`src/rtl/soc_rst_pkg.sv`:
```
// Shared types and constants for the SoC reset sequencer.
package soc_rst_pkg;

    // Sequencer states: pad reset held, stretch, peripherals released, all released.
    typedef enum logic [1:0] {
        HOLD    = 2'd0,
        STRETCH = 2'd1,
        PERIPH  = 2'd2,
        RUN     = 2'd3
    } rst_state_t;

    // Reset cause encoding reported to firmware.
    localparam logic [1:0] RST_CAUSE_PIN = 2'd0;
    localparam logic [1:0] RST_CAUSE_SW  = 2'd1;
    localparam logic [1:0] RST_CAUSE_WDT = 2'd2;

    function automatic int unsigned max_u(input int unsigned a, input int unsigned b);
        return (a > b) ? a : b;
    endfunction

endpackage

```
`src/rtl/rst_sync.sv`:
```
// Reset synchronizer: asserts asynchronously, releases after STAGES clock edges.
module rst_sync #(
    parameter int unsigned STAGES = 2
) (
    input  logic clk_i,
    input  logic rst_ni,
    output logic rst_no
);

    if (STAGES < 2) begin : g_bad_stages
        $error("rst_sync: STAGES must be at least 2");
    end

    logic [STAGES-1:0] sync_q;

    // Shift ones in after release; pad reset clears the whole chain at once.
    always_ff @(posedge clk_i or negedge rst_ni) begin
        if (!rst_ni) begin
            sync_q <= '0;
        end else begin
            sync_q <= {sync_q[STAGES-2:0], 1'b1};
        end
    end

    assign rst_no = sync_q[STAGES-1];

endmodule

```
`src/rtl/soc_reset_ctrl.sv`:
```
// Staged SoC reset sequencer: sync release, stretch, peripherals, then core.
module soc_reset_ctrl
    import soc_rst_pkg::*;
#(
    parameter int unsigned SYNC_STAGES    = 2,
    parameter int unsigned STRETCH_CYCLES = 64,
    parameter int unsigned CORE_DELAY     = 8
) (
    input  logic       i_clk,
    input  logic       i_rst_n,
    input  logic       i_sw_rst_req,
    input  logic       i_wdt_rst,
    output logic       o_periph_rst_n,
    output logic       o_core_rst_n,
    output logic [1:0] o_rst_cause,
    output logic       o_rst_busy
);

    if (SYNC_STAGES < 2) begin : g_bad_sync
        $error("soc_reset_ctrl: SYNC_STAGES must be at least 2");
    end
    if (STRETCH_CYCLES < 1) begin : g_bad_stretch
        $error("soc_reset_ctrl: STRETCH_CYCLES must be at least 1");
    end
    if (CORE_DELAY < 1) begin : g_bad_core
        $error("soc_reset_ctrl: CORE_DELAY must be at least 1");
    end

    // Counter only ever reaches max-1, so clog2(max) bits suffice; keep at least one bit.
    localparam int unsigned CNT_MAX = max_u(STRETCH_CYCLES, CORE_DELAY);
    localparam int unsigned CNT_W   = (CNT_MAX > 1) ? $clog2(CNT_MAX) : 1;

    localparam logic [CNT_W-1:0] STRETCH_LAST = CNT_W'(STRETCH_CYCLES - 1);
    localparam logic [CNT_W-1:0] CORE_LAST    = CNT_W'(CORE_DELAY - 1);

    logic             sync_rst_n;
    rst_state_t       state_q, state_d;
    logic [CNT_W-1:0] cnt_q, cnt_d;
    logic [1:0]       cause_q, cause_d;
    logic             periph_q, core_q, busy_q;
    logic             soft_req;

    rst_sync #(
        .STAGES (SYNC_STAGES)
    ) u_rst_sync (
        .clk_i  (i_clk),
        .rst_ni (i_rst_n),
        .rst_no (sync_rst_n)
    );

    assign soft_req = i_sw_rst_req | i_wdt_rst;

    // Next-state: sequence progression and soft-reset restart from PERIPH/RUN.
    always_comb begin
        state_d = state_q;
        cnt_d   = cnt_q;
        cause_d = cause_q;
        case (state_q)
            HOLD: begin
                if (sync_rst_n) begin
                    state_d = STRETCH;
                    cnt_d   = '0;
                end
            end
            STRETCH: begin
                // Requests are deliberately ignored while already in reset.
                if (cnt_q == STRETCH_LAST) begin
                    state_d = PERIPH;
                    cnt_d   = '0;
                end else begin
                    cnt_d = cnt_q + CNT_W'(1);
                end
            end
            PERIPH, RUN: begin
                if (soft_req) begin
                    state_d = STRETCH;
                    cnt_d   = '0;
                    // Watchdog takes priority when both fire together.
                    cause_d = i_wdt_rst ? RST_CAUSE_WDT : RST_CAUSE_SW;
                end else if (state_q == PERIPH) begin
                    if (cnt_q == CORE_LAST) begin
                        state_d = RUN;
                        cnt_d   = '0;
                    end else begin
                        cnt_d = cnt_q + CNT_W'(1);
                    end
                end
            end
            default: begin
                state_d = HOLD;
                cnt_d   = '0;
            end
        endcase
    end

    // State and output flops; outputs decode next-state so they change on the deciding edge.
    always_ff @(posedge i_clk or negedge i_rst_n) begin
        if (!i_rst_n) begin
            state_q  <= HOLD;
            cnt_q    <= '0;
            cause_q  <= RST_CAUSE_PIN;
            periph_q <= 1'b0;
            core_q   <= 1'b0;
            busy_q   <= 1'b1;
        end else begin
            state_q  <= state_d;
            cnt_q    <= cnt_d;
            cause_q  <= cause_d;
            periph_q <= (state_d == PERIPH) || (state_d == RUN);
            core_q   <= (state_d == RUN);
            busy_q   <= (state_d != RUN);
        end
    end

    assign o_periph_rst_n = periph_q;
    assign o_core_rst_n   = core_q;
    assign o_rst_cause    = cause_q;
    assign o_rst_busy     = busy_q;

endmodule
```
`config.mk`:
```
export PLATFORM = sky130hd
export DESIGN_NAME = soc_reset_ctrl
export DESIGN_NICKNAME = d
export VERILOG_FILES = /design/src/rtl/soc_rst_pkg.sv /design/src/rtl/rst_sync.sv /design/src/rtl/soc_reset_ctrl.sv
export SDC_FILE = /design/constraint.sdc
export NUM_CORES = 1
export LEC_CHECK = 0
export ABC_AREA = 1
export CAP_MARGIN = 5
export CORE_MARGIN = 2
export CORE_UTILIZATION = 53
export CTS_CLUSTER_DIAMETER = 120
export DETAILED_ROUTE_END_ITERATION = 8
export DONT_BUFFER_PORTS = 1
export PLACE_DENSITY = 0.71
export SLEW_MARGIN = 20
export SYNTH_ARGS = -nofsm -noshare
export SYNTH_HDL_FRONTEND = slang
export SYNTH_HIERARCHICAL = 1
export SYNTH_SLANG_ARGS = --single-unit
```
`constraint.sdc`:
```
create_clock -name i_clk -period 1.23 [get_ports i_clk]
set_input_delay 0.123 -clock i_clk [delete_from_list [all_inputs] [get_ports i_clk]]
set_output_delay 0.123 -clock i_clk [all_outputs]
set_load 0.01 [all_outputs]
```
==> metrics <==
outcome finished with violations; failing checks negative setup slack; initial antenna violation count 0; vias per inst 5.34; fin crit share 105%; Crit path buffers/inverters 1; HP Class primary input to register; pwr/cell area 1580 nW/um^2; CTS tree built; Wirelength per Cell around 14 microns; Worst Hold Launch i_wdt_rst; Worst Path Max Fanout 3; fmax 776 MHz; mapped cell area ~730 sq um; Startpoint Class register; critical path's top delay family simple AND/OR/NAND/NOR gates; Die H 41.0 microns; worst slack, placed -0.0720 ns; Crit-path slowest cell dfrtp_1; CTS buffer count 3; ANT cells 0; syn avg cell area around 7.6 sq um; RSZ-0062 raised after global routing yes; DP HPWL about 1.2 mm; Core ar. approximately 1300 sq um; vias in the first global route ~660; CP Data Required Time about 1.4 ns; via count ~700; Worst Skew between 0.002 and 0.003 ns; Hold Path Stages 3; final hold violations 0; number of core rows 13; setup ws final -0.0594 ns; Seq/Total Area, Yosys approximately 48%; First DRT Iteration DRCs 21; starting density of the core 56.6%; Tmin final ~1.3 ns; Die Wd around 41 microns; Yosys reg bits 14; Synth cell types 17; R2R Setup Slk -0.06 ns; grt ovf 0; Crit Path Category register to register; Routed Antenna Nets 0; Ys Warns 6; CP Cell Sequence ha_4 -> nand2_2 -> nor2_2 -> nand2_1 -> nand2_1 -> nand2_1 -> nand3_1 -> nand2_2 -> inv_1; port bufs 0; global placer's final weighted congestion 0.871; clk sink count 14; Worst Hold Path EP o_rst_cause[0]; largest net degree at the start of global routing 15; Filler Cells Inserted about 110; Post-synth top flop dfrtp_1; Worst Tran Pin Value between 0.6 and 0.7 ns; # nets final 119; Die Area roughly 1700 sq um; maxcap violations 0; clock root buffer clkbuf_4; clock latency on the worst-skew pair around 0.29 ns; CTS H-tree lvls 1; area delta synth->final 29.9%; Final setup viols 6; asr flop ratio synth 100%; clk slew on worst S/H paths 0.09 ns; Post-synth EDFFs 0; CP endpoint kind register; IO Pins 9; Worst R2R End o_core_rst_n; Critical Path AT about 1.5 ns; static leakage 0.468 nW; Mapped Cells 96; Max clock buf depth 2; share of layout cells above drive strength 1 roughly a third; r2r worst-path depth 9; max incr delay on CP 0.44 ns; setup tns final -0.228 ns; Worst path most repeated cell nand2_1; first-pass GRT wire length around 2.6 mm; routed wire length around 1.8 mm; Total GRT Usage 25.0%; DRC violations left 0; RR Startpoint cnt_q[1]; Peak VDD IR between 0.001 and 0.0015 V; slew margin rel. ~58%; Syn Nets ~100; drt pass-1 iters 4; Max Slew Vio Count 0
[layout make-up]
| cell class | count | area [sq um] | share of cell area (%) |
|---|---|---|---|
| multi-input cells | 65 | 369 | 39.1 |
| inverters | 17 | 66.3 | 7.02 |
| flip-flops and latches | 14 | 354 | 37.5 |
| well taps | 15 | 18.8 | 1.99 |
| repair buffers | 13 | 100 | 10.6 |
| clock buffers | 4 | 36.3 | 3.84 |
[where the power goes]
| part | internal (W) | switching (W) | total (W) |
|---|---|---|---|
| sequential | 0.000540 | 0.000105 | 0.000646 |
| clock | 0.000181 | 0.000163 | 0.000343 |
| combinational | 0.000230 | 0.000276 | 0.000506 |
| total | 0.000951 | 0.000544 | 0.00150 |
[registers in the layout (all words and copies together), names as in the netlist]
name               count
state_q                1
o_periph_rst_n         1
u_rst_sync/sync_q      2
cnt_q                  6
o_rst_busy             1
o_rst_cause            2
o_core_rst_n           1
[tightest hold or removal path, stage by stage]
cell	delay [ns]
inv_1	0.03
nand2_1	0.07
nand2_1	0.06
[worst max path at each step]
stage                               from      endpoint  slack, ns  cells past startpoint
after floorplan                 cnt_q[0]  o_core_rst_n       0.04                      9
after global placement    o_periph_rst_n      cnt_q[2]      -0.04                      6
after detailed placement  o_periph_rst_n      cnt_q[4]      -0.07                      7
after CTS                       cnt_q[0]  o_core_rst_n     -0.002                      9
after global routing            cnt_q[1]  o_core_rst_n      -0.15                      9
final                           cnt_q[1]  o_core_rst_n      -0.06                      9
[Yosys cell counts (2+ instances only)]
library cell | count | area, sq um
a21oi_1 | 2 | 10.0
dfrtp_1 | 13 | 325
inv_1 | 17 | 63.8
nand2_1 | 29 | 109
nand3_1 | 9 | 45.0
nor2_1 | 10 | 37.5
nor2_2 | 2 | 12.5
o21ai_0 | 5 | 25.0
[per-layer routing]
| layer | vias up | GRT usage [%] | part of all wire, % |
|---|---|---|---|
| met5 | - | 0 | 0 |
| met1 | 318 | 28.1 | 40 |
| met4 | 0 | 16.7 | 4.8 |
| met3 | 8 | 4.35 | 4.6 |
| met2 | 23 | 42.6 | 51 |
| li1 | 334 | - | - |
[kinds of logic (layout without fill, tap and decap cells)]
family	Yosys count	after routing	synth area share [%]
other cells	1	1	0.516
simple gates	53	53	31.2
fa+ha+maj	1	1	1.72
buf+inv	17	34	8.78
flops	14	14	48.4
compound gates	10	10	9.47
[cell usage in the layout (no fill, tap or decap), types with 2 or more instances in the layout]
master    instances
nand2_1          25
inv_1            15
buf_4            12
dfrtp_1          11
nor2_1            7
nand3_1           6
nand2_2           5
nor2_2            4
nand3_2           4
o21ai_0           3
clkbuf_4          3
dfrtp_2           2
[metrics by stage]
step	total power (W)	hold WS, ns	cells	area (sq um)	util [%]
after floorplan	0.000869	-0.173	96	727	-
after global placement	0.000996	-0.172	121	821	63.9
after detailed placement	0.00102	-0.172	121	821	63.9
after CTS	0.00138	0.0412	126	882	68.6
after global routing	0.00158	0.0602	128	945	73.5
final	0.00150	0.0312	128	945	73.5
[repair_timing]
action,4_1_cts,5_1_grt
hold endpoints to repair,14,0
pin swaps,0,7
resized for setup,6,16
buffers inserted,0,2
hold buffers,1,0
endpoints found under the setup margin,7,10
Note: power is estimated with default switching activity, not from simulation.
